--- src/rtl/ps2_key_encoder.sv ---
// ps2_key_encoder
//   Deserializes PS/2 device-to-host frames into the 11-bit key event word
//   {toggle, pressed, extended, code[7:0]}. Each completed key event flips
//   bit 10 exactly once. Set-2 prefixes E0 (extended) and F0 (release) fold
//   into flag bits. E1 (Pause) swallows the following 7 bytes.
//
// Ports
//   clk_sys   in   system clock, rising edge
//   RESET_N   in   synchronous active-low reset
//   ps2_clk   in   asynchronous PS/2 clock from the device
//   ps2_dat   in   asynchronous PS/2 data from the device
//   ps2_key   out  event word {toggle, pressed, extended, code}
//   frame_err out  one-cycle pulse when a frame is discarded
//
// Parameters
//   FILTER_LEN   consecutive differing samples needed to flip the filtered clock
//   TIMEOUT_CYC  idle cycles before a partial frame is aborted
//
// Build option
//   PS2_TIMEOUT_EN  when defined, adds a watchdog that aborts stalled frames.

module ps2_key_encoder #(
  parameter int unsigned FILTER_LEN  = 8,
  parameter int unsigned TIMEOUT_CYC = 48000
) (
  input  logic        clk_sys,
  input  logic        RESET_N,
  input  logic        ps2_clk,
  input  logic        ps2_dat,
  output logic [10:0] ps2_key,
  output logic        frame_err
);

  localparam int unsigned FCNT_W = (FILTER_LEN > 1) ? $clog2(FILTER_LEN) : 1;
  localparam logic [FCNT_W-1:0] FCNT_LAST = FCNT_W'(FILTER_LEN - 1);

  typedef enum logic [1:0] {
    ST_IDLE   = 2'd0,
    ST_DATA   = 2'd1,
    ST_PARITY = 2'd2,
    ST_STOP   = 2'd3
  } state_e;

  logic [1:0]        clk_sync_q;
  logic [1:0]        dat_sync_q;
  logic [FCNT_W-1:0] fcnt_q;
  logic              fclk_q;
  logic              fclk_dly_q;

  state_e            state_q;
  logic [2:0]        bitcnt_q;
  logic [7:0]        shift_q;
  logic              par_ok_q;

  logic              ext_q, ext_d;
  logic              rel_q, rel_d;
  logic [2:0]        skip_q, skip_d;
  logic [10:0]       key_q, key_d;
  logic              err_q;

  logic              clk_s_c;
  logic              dat_s_c;
  logic              bit_evt_c;
  logic              deliver_c;
  logic              bad_c;
  logic              to_c;
  logic              flush_c;
  logic              filler_c;

  assign clk_s_c   = clk_sync_q[1];
  assign dat_s_c   = dat_sync_q[1];
  // Bit event is the cycle after the filtered clock registered a fall.
  assign bit_evt_c = fclk_dly_q & ~fclk_q;

  assign deliver_c = bit_evt_c && (state_q == ST_STOP) && dat_s_c && par_ok_q;
  assign bad_c     = bit_evt_c && (state_q == ST_STOP) && !(dat_s_c && par_ok_q);
  assign flush_c   = bad_c | to_c;
  assign filler_c  = shift_q inside {8'h00, 8'hAA, 8'hEE, 8'hFA, 8'hFE, 8'hFF};

  // Two-flop synchronizers and glitch filter on the PS/2 clock.
  always_ff @(posedge clk_sys) begin
    if (!RESET_N) begin
      clk_sync_q <= 2'b11;
      dat_sync_q <= 2'b11;
      fcnt_q     <= '0;
      fclk_q     <= 1'b1;
      fclk_dly_q <= 1'b1;
    end else begin
      clk_sync_q <= {clk_sync_q[0], ps2_clk};
      dat_sync_q <= {dat_sync_q[0], ps2_dat};
      fclk_dly_q <= fclk_q;
      if (clk_s_c == fclk_q) begin
        fcnt_q <= '0;
      end else if (fcnt_q == FCNT_LAST) begin
        fclk_q <= ~fclk_q;
        fcnt_q <= '0;
      end else begin
        fcnt_q <= fcnt_q + FCNT_W'(1);
      end
    end
  end

`ifdef PS2_TIMEOUT_EN
  localparam int unsigned WD_W = $clog2(TIMEOUT_CYC + 1);
  logic [WD_W-1:0] wd_q;

  assign to_c = (state_q != ST_IDLE) && !bit_evt_c && (wd_q == WD_W'(TIMEOUT_CYC));

  // Watchdog: counts idle cycles while a frame is in progress.
  always_ff @(posedge clk_sys) begin
    if (!RESET_N) begin
      wd_q <= '0;
    end else if ((state_q == ST_IDLE) || bit_evt_c) begin
      wd_q <= '0;
    end else if (!to_c) begin
      wd_q <= wd_q + WD_W'(1);
    end
  end
`else
  assign to_c = 1'b0;
`endif

  // Frame FSM: start, 8 data bits LSB first, odd parity, stop.
  always_ff @(posedge clk_sys) begin
    if (!RESET_N) begin
      state_q  <= ST_IDLE;
      bitcnt_q <= 3'd0;
      shift_q  <= 8'h00;
      par_ok_q <= 1'b0;
    end else if (to_c) begin
      state_q <= ST_IDLE;
    end else if (bit_evt_c) begin
      case (state_q)
        ST_IDLE: begin
          // A high "start" bit is line noise and silently ignored.
          if (!dat_s_c) begin
            state_q  <= ST_DATA;
            bitcnt_q <= 3'd0;
          end
        end
        ST_DATA: begin
          shift_q  <= {dat_s_c, shift_q[7:1]};
          bitcnt_q <= bitcnt_q + 3'd1;
          if (bitcnt_q == 3'd7) state_q <= ST_PARITY;
        end
        ST_PARITY: begin
          par_ok_q <= ^{shift_q, dat_s_c};
          state_q  <= ST_STOP;
        end
        ST_STOP: begin
          state_q <= ST_IDLE;
        end
        default: state_q <= ST_IDLE;
      endcase
    end
  end

  // Prefix stage: folds E0/F0 into flags, handles Pause skip and filler bytes.
  always_comb begin
    ext_d  = ext_q;
    rel_d  = rel_q;
    skip_d = skip_q;
    key_d  = key_q;
    if (flush_c) begin
      ext_d  = 1'b0;
      rel_d  = 1'b0;
      skip_d = 3'd0;
    end else if (deliver_c) begin
      if (skip_q != 3'd0) begin
        skip_d = skip_q - 3'd1;
      end else begin
        case (shift_q)
          8'hE0: ext_d = 1'b1;
          8'hF0: rel_d = 1'b1;
          8'hE1: begin
            skip_d = 3'd7;
            ext_d  = 1'b0;
            rel_d  = 1'b0;
          end
          default: begin
            // Filler bytes are only dropped when no prefix is pending.
            if (!(filler_c && !ext_q && !rel_q)) begin
              key_d = {~key_q[10], ~rel_q, ext_q, shift_q};
            end
            ext_d = 1'b0;
            rel_d = 1'b0;
          end
        endcase
      end
    end
  end

  always_ff @(posedge clk_sys) begin
    if (!RESET_N) begin
      ext_q  <= 1'b0;
      rel_q  <= 1'b0;
      skip_q <= 3'd0;
      key_q  <= 11'd0;
      err_q  <= 1'b0;
    end else begin
      ext_q  <= ext_d;
      rel_q  <= rel_d;
      skip_q <= skip_d;
      key_q  <= key_d;
      err_q  <= flush_c;
    end
  end

  assign ps2_key   = key_q;
  assign frame_err = err_q;

endmodule
--- config.mk ---
export PLATFORM = sky130hd
export DESIGN_NAME = ps2_key_encoder
export DESIGN_NICKNAME = d
export VERILOG_FILES = /design/src/rtl/ps2_key_encoder.sv
export SDC_FILE = /design/constraint.sdc
export NUM_CORES = 1
export LEC_CHECK = 0
export CAP_MARGIN = 40
export CORE_MARGIN = 4
export CORE_UTILIZATION = 45
export DETAILED_ROUTE_END_ITERATION = 7
export HOLD_SLACK_MARGIN = 0.1
export PLACE_DENSITY = 0.75
export SLEW_MARGIN = 20
export SYNTH_ARGS = -nofsm -noshare
export SYNTH_HDL_FRONTEND = slang
export SYNTH_SLANG_ARGS = --single-unit
--- constraint.sdc ---
create_clock -name clk_sys -period 5.7 [get_ports clk_sys]
set_clock_uncertainty 0.2 [all_clocks]
set_input_delay 1.14 -clock clk_sys [delete_from_list [all_inputs] [get_ports clk_sys]]
set_output_delay 1.14 -clock clk_sys [all_outputs]
set_load 0.05 [all_outputs]
# Word level (Yosys, flattened, before mapping)
# Index checks and enable logic that the tools add are counted.
# Widths: inputs -> output; s select.
[totals]
register_bits = 40
out_inout_bits = 12
elab_cells = 83
[op_classes]
add_sub_neg = 3
n_eq_ne = 16
muxes = 9
bitwise = 12
reduce_logical = 29
[op_table]
columns = ["op", "n"]
rows = [
  ["$eq 8x8->1 const B", 8],
  ["$reduce_and 3->1", 4],
  ["$not 1->1", 11],
  ["$mux 3", 3],
  ["$reduce_xor 9->1", 1],
  ["$logic_not 8->1", 1],
  ["$pmux 2 s4", 1],
  ["$reduce_and 2->1", 4],
  ["$logic_and 1x1->1", 7],
  ["$add 3x1->3 const B", 2],
  ["$eq 3x3->1 const B", 2],
  ["$pmux 3 s2", 1],
  ["$reduce_bool 6->1", 1],
  ["$reduce_or 3->1", 2],
  ["$reduce_and 5->1", 1],
  ["$eq 2x2->1 const B", 2],
  ["$mux 2", 2],
  ["$ne 2x2->1 const B", 2],
  ["$pmux 1 s2", 2],
  ["$reduce_bool 2->1", 2],
  ["$logic_not 1->1", 3],
  ["$reduce_bool 3->1", 1],
  ["$sub 3x1->3 const B", 1],
  ["$eq 2x1->1 const B", 1],
  ["other kinds (4)", 4],
]

# Depth between registers and ports, before layout
# Gate-level depths: netlist of run 1.
[depth]
depth_word = 6
depth_mapped = 9
depth_no_buf = 8

# Worst setup path after synthesis of run 1
# OpenSTA, ideal clock, no wires.
[synth_path]
path_kind = "register to register"
startpoint = "register skip_q[0]"
endpoint = "register key_q[0] (netlist: ps2_key[0])"
setup_time_ns = 0.128
arrival_ns = 1.651
required_ns = 5.372
path_slack_ns = 3.721
stages_incl_launch_ff = 10
synth_period_minus_slack_ns = 1.979
cell_sequence = "dfxtp_1 > inv_1 > ha_1 > ha_1 > nand2_1 > nor3_2 > o221a_1 > buf_6 > mux2i_1 > nor2_1"
[synth_between]
elab_chain_len = 3
[synth_rtl]
columns = ["element", "line_no", "rtl"]
rows = [
  ["from (decl)", "57", "logic [2:0] skip_q, skip_d;"],
  ["from (signal assigned)", "203", "skip_q <= skip_d;"],
  ["$reduce_bool 3->1", "169", "if (skip_q != 3'd0) begin"],
  ["$not 1->1 (no line)", "-", ""],
  ["$reduce_and 5->1 (no line)", "-", ""],
  ["to (signal assigned)", "204", "key_q <= key_d;"],
  ["to (decl)", "58", "logic [10:0] key_q, key_d;"],
]
# Every way passes these cells.
# A chain may end at the register's enable or synchronous reset.

# Worst setup path in the final report of run 1
[layout_path]
startpoint = "register key_q[9] (netlist: ps2_key[9])"
endpoint = "output port ps2_key[9]"
[layout_lines]
columns = ["element", "line_no", "rtl"]
rows = [
  ["to (decl)", "30", "output logic [10:0] ps2_key,"],
]
# No word-level cell between the ends.

==> results_dict.tcl, run 1 <==
set metrics [dict create \
    status "complete, no violations" \
    clkLatencyLatePin_ps 290 \
    synth_nets 193 \
    first_pass_iters 4 \
    setup_tns_ps 0 \
    drv_cap 0 \
    cp_top_family "buffers and inverters" \
    synth_most_common_cell "dfxtp_1" \
    clockRootBuffer "clkbuf_8" \
    reg2reg_to "ps2_key[6]$_SDFFE_PN0P_" \
    whs_endpoint "dat_sync_q[1]$_SDFF_PN1_" \
    worstSetupStartpointType "flip-flop" \
    powerDensity_nw_per_um2 226 \
    cp_max_fo 2 \
    hold_path_depth 1 \
    hold_violations 0 \
    place_hpwl_um 2280 \
    rsz0062_at_grt "no" \
    yosys-top-cells-area "dfxtp_1 (45%), mux2i_1 (9.6%), ha_1 (7.0%)" \
    antenna_found_initial 0 \
    cts_tree "yes" \
    drc_errors 0 \
    cp.arrival_ps 1480 \
    gp_congestion 0.762 \
    cpPeakStageDelay_ps 820 \
    r2r_slack_ps 3230 \
    ant_nets 0 \
    ys_seq_area_share_pct 45.1 \
    power_leakage_nw 0.778 \
    postCtsSetupBuffers 0 \
    ys_types 40 \
    multi_input_area_um2 901 \
    via_per_inst 5.11 \
    wl_per_cell_um 12.9 \
    worstPathRequired_ps 4360 \
    htreeDepth 2 \
    port_buffers 15 \
    numClockSinks 40 \
    min_period_over_period_pct 49.5 \
    synth_top_cell_area_share_pct 45.1 \
    async_reset_ff_share_pct 0 \
    cts_resized 0 \
    cp_cell_sequence "clkdlybuf4s50_1" \
    worstMarginPinSlew_ps 620 \
    fill_cells 376 \
    grt_pass1_vias 1206 \
    synth-seq-cells 40 \
    r2r_start "skip_q[0]$_SDFFE_PP0P_" \
    coreArea_um2 3740 \
    die_h_um 70.8 \
    io_pins 16 \
    synth_edf_count 0 \
    layout-drive-gt1-share_pct 6.22 \
    max-vdd-ir-drop_mv 0.188 \
    critical_path_class "flip-flop to output pin" \
    layout.nets 209 \
    cp_num_buf_inv 1 \
    slew_headroom_pct 58.7 \
    synth_cells 179 \
    chipWidth_um 70.8 \
    drt-total-wl_um 3100 \
    cts_made_buffers 5 \
    reg2regPathDepth 8 \
    synth_common_cells "dfxtp_1 (40), nor2_1 (23), mux2i_1 (17), ha_1 (10), nand2_1 (10)" \
    cpMaxStageDelayCell "clkdlybuf4s50_1" \
    cts_buffer_depth 2 \
    yosysWarnings 0 \
    crit_path_end_kind "output pin" \
    num_vias 1231 \
    area_delta_synth_final_pct 13.2 \
    syn_area_um2 1780 \
    diodes 0 \
    power_mw 0.455 \
    syn_area_per_cell_um2 9.93 \
    hold_path.class "flip-flop to flip-flop" \
    drt_iter0_markers 42 \
    track_usage_pct 13.5 \
    post-route-min-period_ps 2820 \
    ys.flop_type "dfxtp_1" \
    setup_viol 0 \
    regArea_um2 801 \
    start_util_pct 47.5 \
    path_clk_slew_ps 60 \
    grt_max_degree 28 \
    grt_pass1_wl_um 5440 \
    fmax_ghz 0.354 \
    slew_violations 0 \
    rows 22 \
    grt_overflow 0 \
    ctsHoldBuffers 0 \
    min_from "dat_sync_q[0]$_SDFF_PN1_" \
    die-area_um2 5020 \
    yosysTopAreaCell "dfxtp_1" \
]
[where the power goes]
group	internal [mW]	switching (mW)
Clock	0.0788	0.0855
Sequential	0.281	0.000824
Combinational	0.00346	0.00544
Total	0.363	0.0918
[layout make-up]
type / instances / area share (%)
multi-input combinational: 125 / 44.8
sequential: 40 / 39.8
timing repair buffer: 15 / 7.47
clock buffer: 5 / 3.42
tap: 48 / 2.99
inverter: 8 / 1.49
[cell families after synthesis]
group,share of synthesized area [%]
and+or+nand+nor,18.7
adders and majority gates,7.04
buffers and inverters,4.23
DFF,45.1
muxes,9.58
xor gates and xnor gates,5.21
AOI/OAI and AO/OA,10.1
[flip-flops by register name, summed over array words and instances, names as in the netlist]
name / cells
ps2_key: 11
fclk_q: 1
state_q: 2
fclk_dly_q: 1
par_ok_q: 1
frame_err: 1
fcnt_q: 3
rel_q: 1
bitcnt_q: 3
dat_sync_q: 2
clk_sync_q: 2
ext_q: 1
skip_q: 3
shift_q: 8
[metal layers]
metal | routed length (µm) | global-route usage [%] | vias to the layer above
met2 | 1380 | 20.8 | 15
met1 | 1580 | 17.9 | 569
met5 | 0 | 0 | -
met4 | 45 | 4.38 | 0
li1 | - | - | 641
met3 | 106 | 4.40 | 6
[cell usage in the layout (no fill, tap or decap), drive strengths merged, types with 4 or more instances in the layout]
cell,Yosys,layout
a21oi,8,8
inv,8,8
mux2i,17,17
xnor2,7,7
nor3,6,6
clkdlybuf4s50,0,15
and2,4,4
nor2,23,23
ha,10,10
nand2b,9,9
nand2,11,11
dfxtp,40,40
clkbuf,3,5
[stage by stage]
step	setup WS, ps	cell area (µm²)	std cells	utilization, %	hold WS [ps]
after floorplan	3720	1780	179	-	186
after global placement	2990	1940	236	51.9	193
after detailed placement	2970	1940	236	51.9	192
after CTS	2870	2010	241	53.7	208
after global routing	2830	2010	241	53.7	239
final	2880	2010	241	53.7	206
[worst max-delay path by stage]
stage | startpoint | end | slack, ps | depth (start not counted)
2_1_floorplan | skip_q[0]$_SDFFE_PP0P_ | ps2_key[0]$_SDFFE_PN0P_ | 3720 | 9
5_1_grt | ps2_key[9]$_SDFFE_PN0P_ | ps2_key[9] | 2830 | 1
3_5_place_dp | RESET_N | fcnt_q[1]$_SDFF_PP0_ | 2970 | 4
6_report | ps2_key[9]$_SDFFE_PN0P_ | ps2_key[9] | 2880 | 1
3_3_place_gp | RESET_N | fcnt_q[2]$_SDFF_PP0_ | 2990 | 4
4_1_cts | ps2_key[9]$_SDFFE_PN0P_ | ps2_key[9] | 2870 | 1
(Power assumes the default switching activity.)
==> run 2, diff against run 1 <==
Settings changed: PLACE_DENSITY 0.75 to 0.77.
Clock period 5.7 ns to 2.3 ns, I/O delays scaled along.
==> run 2 against run 1 <==
  * Combinational power rose to 2.8 times the previous value
  * Sequential power rose by 150%
  * Register-to-register slack got worse by 3000 ps
  * Non-clock buffer count rose by 4
  * Critical path type unchanged
==> results_dict.tcl, run 2 (synthesis results as in run 1) <==
set metrics [dict create \
    status "complete, no violations" \
    antenna_found_initial 0 \
    area_delta_synth_final_pct 16.4 \
    track_usage_pct 12.9 \
    layout_commonest_cell "dfxtp_1" \
    setup_viol 0 \
    setup_tns_ps 0 \
    grt_pass1_vias 1194 \
    min_period_over_period_pct 90.9 \
    powerDensity_nw_per_um2 585 \
    worstMarginPinSlew_ps 504 \
    ctsHoldBuffers 0 \
    cts_made_buffers 5 \
    hold_violations 0 \
    p_int_mw 0.974 \
    diodes 0 \
    start_util_pct 47.5 \
    ant_nets 0 \
    slew_headroom_pct 66.3 \
    path_clk_slew_ps 70 \
    numClockSinks 40 \
    cp_cell_sequence "clkdlybuf4s50_1" \
    post-route-min-period_ps 2090 \
    worstPathRequired_ps 1640 \
    cp.arrival_ps 1430 \
    pwr-share-seq_pct 57.7 \
    rows 22 \
    cpPeakStageDelay_ps 810 \
    coreArea_um2 3740 \
    finalWorstSetupSlack_ps 209 \
    layout.nets 213 \
    drv_cap 0 \
    via_per_inst 5.15 \
    fin_area_um2 2070 \
    clockRootBuffer "clkbuf_8" \
    rsz0062_at_grt "no" \
    largest_register_ff_count 11 \
    grt_pass1_wl_um 5220 \
    die-area_um2 5020 \
    crit_path_end_kind "output pin" \
    drt_iter0_markers 42 \
    max-vdd-ir-drop_mv 0.341 \
    place_hpwl_um 2210 \
    switching_share_pct 19.5 \
    comb_power_share_pct 2.1 \
    fmax_ghz 0.478 \
    cts_buffer_depth 2 \
    chipWidth_um 70.8 \
    drt-total-wl_um 3030 \
    cp_num_buf_inv 1 \
    clkPwrFrac_pct 40.2 \
    slew_violations 0 \
    die_h_um 70.8 \
    drc_errors 0 \
    layout-drive-gt1-share_pct 9.55 \
    p_switching_mw 0.235 \
    gp_congestion 0.840 \
    critical_path_class "flip-flop to output pin" \
    power_mw 1.21 \
    cts_tree "yes" \
    num_vias 1271 \
    dpl-instance-area_um2 1970 \
    first_pass_iters 4 \
    clkLatencyLatePin_ps 280 \
    cp_max_fo 2 \
    cpMaxStageDelayCell "clkdlybuf4s50_1" \
    io_pins 16 \
    wl_per_cell_um 12.3 \
    hold_path.class "flip-flop to flip-flop" \
    final_cell_mix "dfxtp_1 (40), nor2_1 (23), mux2i_1 (17)" \
    grt_max_degree 24 \
    worstSetupStartpointType "flip-flop" \
    port_buffers 15 \
    power_leakage_nw 0.814 \
    htreeDepth 2 \
    place_ws_ps 81.2 \
    grt_overflow 0 \
    cp_top_family "buffers and inverters" \
]
==> run 2: changes by cell type in the layout (fill, tap and decap cells not counted), sizes merged <==
cell    delta
buf        +4
clkbuf     +2
==> run 2: worst register-to-register path: stages (launching register included) <==
cell      delay (ps)
dfxtp_1          410
or2_1            290
or3_4            350
o221a_2          420
nand2b_1         190
a21oi_1          130
==> run 2: layout make-up <==
cell class | instances | area (µm²)
clock buffer | 7 | 96.3
fill | 358 | 1680
tap | 48 | 60.1
multi-input combinational | 125 | 901
timing repair buffer | 19 | 180
sequential | 40 | 801
inverter | 8 | 30.0
==> run 2: final timing paths <==
path                                               start  cells past startpoint                        to  slack (ps)
worst min-delay path            clk_sync_q[0]$_SDFF_PN1_                      1  clk_sync_q[1]$_SDFF_PN1_         210
worst max register to register   shift_q[3]$_SDFFE_PN0P_                      5   ps2_key[8]$_SDFFE_PN0P_         240
worst min register to register  clk_sync_q[0]$_SDFF_PN1_                      1  clk_sync_q[1]$_SDFF_PN1_         210
worst max-delay path            ps2_key[10]$_SDFFE_PN0P_                      1               ps2_key[10]         210
==> run 2: timing repair <==
action	in CTS	in global routing
buffers inserted	0	0
resized for setup	0	1
setup endpoints to repair	0	8
==> run 2: per-layer routing <==
metal	routed length [µm]	share of wire (%)	vias up	global-route usage (%)
met4	31	1.0	0	5.64
met2	1350	45	17	20.2
met1	1520	50	596	16.2
met5	0	0	-	0
li1	-	-	653	-
met3	122	4.0	5	4.12
==> run 2: power by group through the flow <==
stage	registers, mW	clock network, mW	logic [mW]
2_1_floorplan	0.713	0	0.0125
3_3_place_gp	0.714	0	0.0252
3_5_place_dp	0.714	0	0.0255
4_1_cts	0.698	0.502	0.0256
5_1_grt	0.698	0.528	0.0282
6_report	0.698	0.486	0.0249
==> run 2: metrics by stage <==
stage                     util (%)  hold WS, ps  instances
after floorplan                  -          186        179
after global placement        52.7          188        240
after detailed placement      52.7          199        240
after CTS                     55.2          215        247
after global routing          55.2          251        247
final                         55.2          213        247
==> run 3, diff against run 2 <==
Settings changed: CTS_CLUSTER_DIAMETER from default to 40, SKIP_LAST_GASP from default to 1.
==> results of run 3 <==
The final DEF is identical to that of run 2; final timing and power are the same.
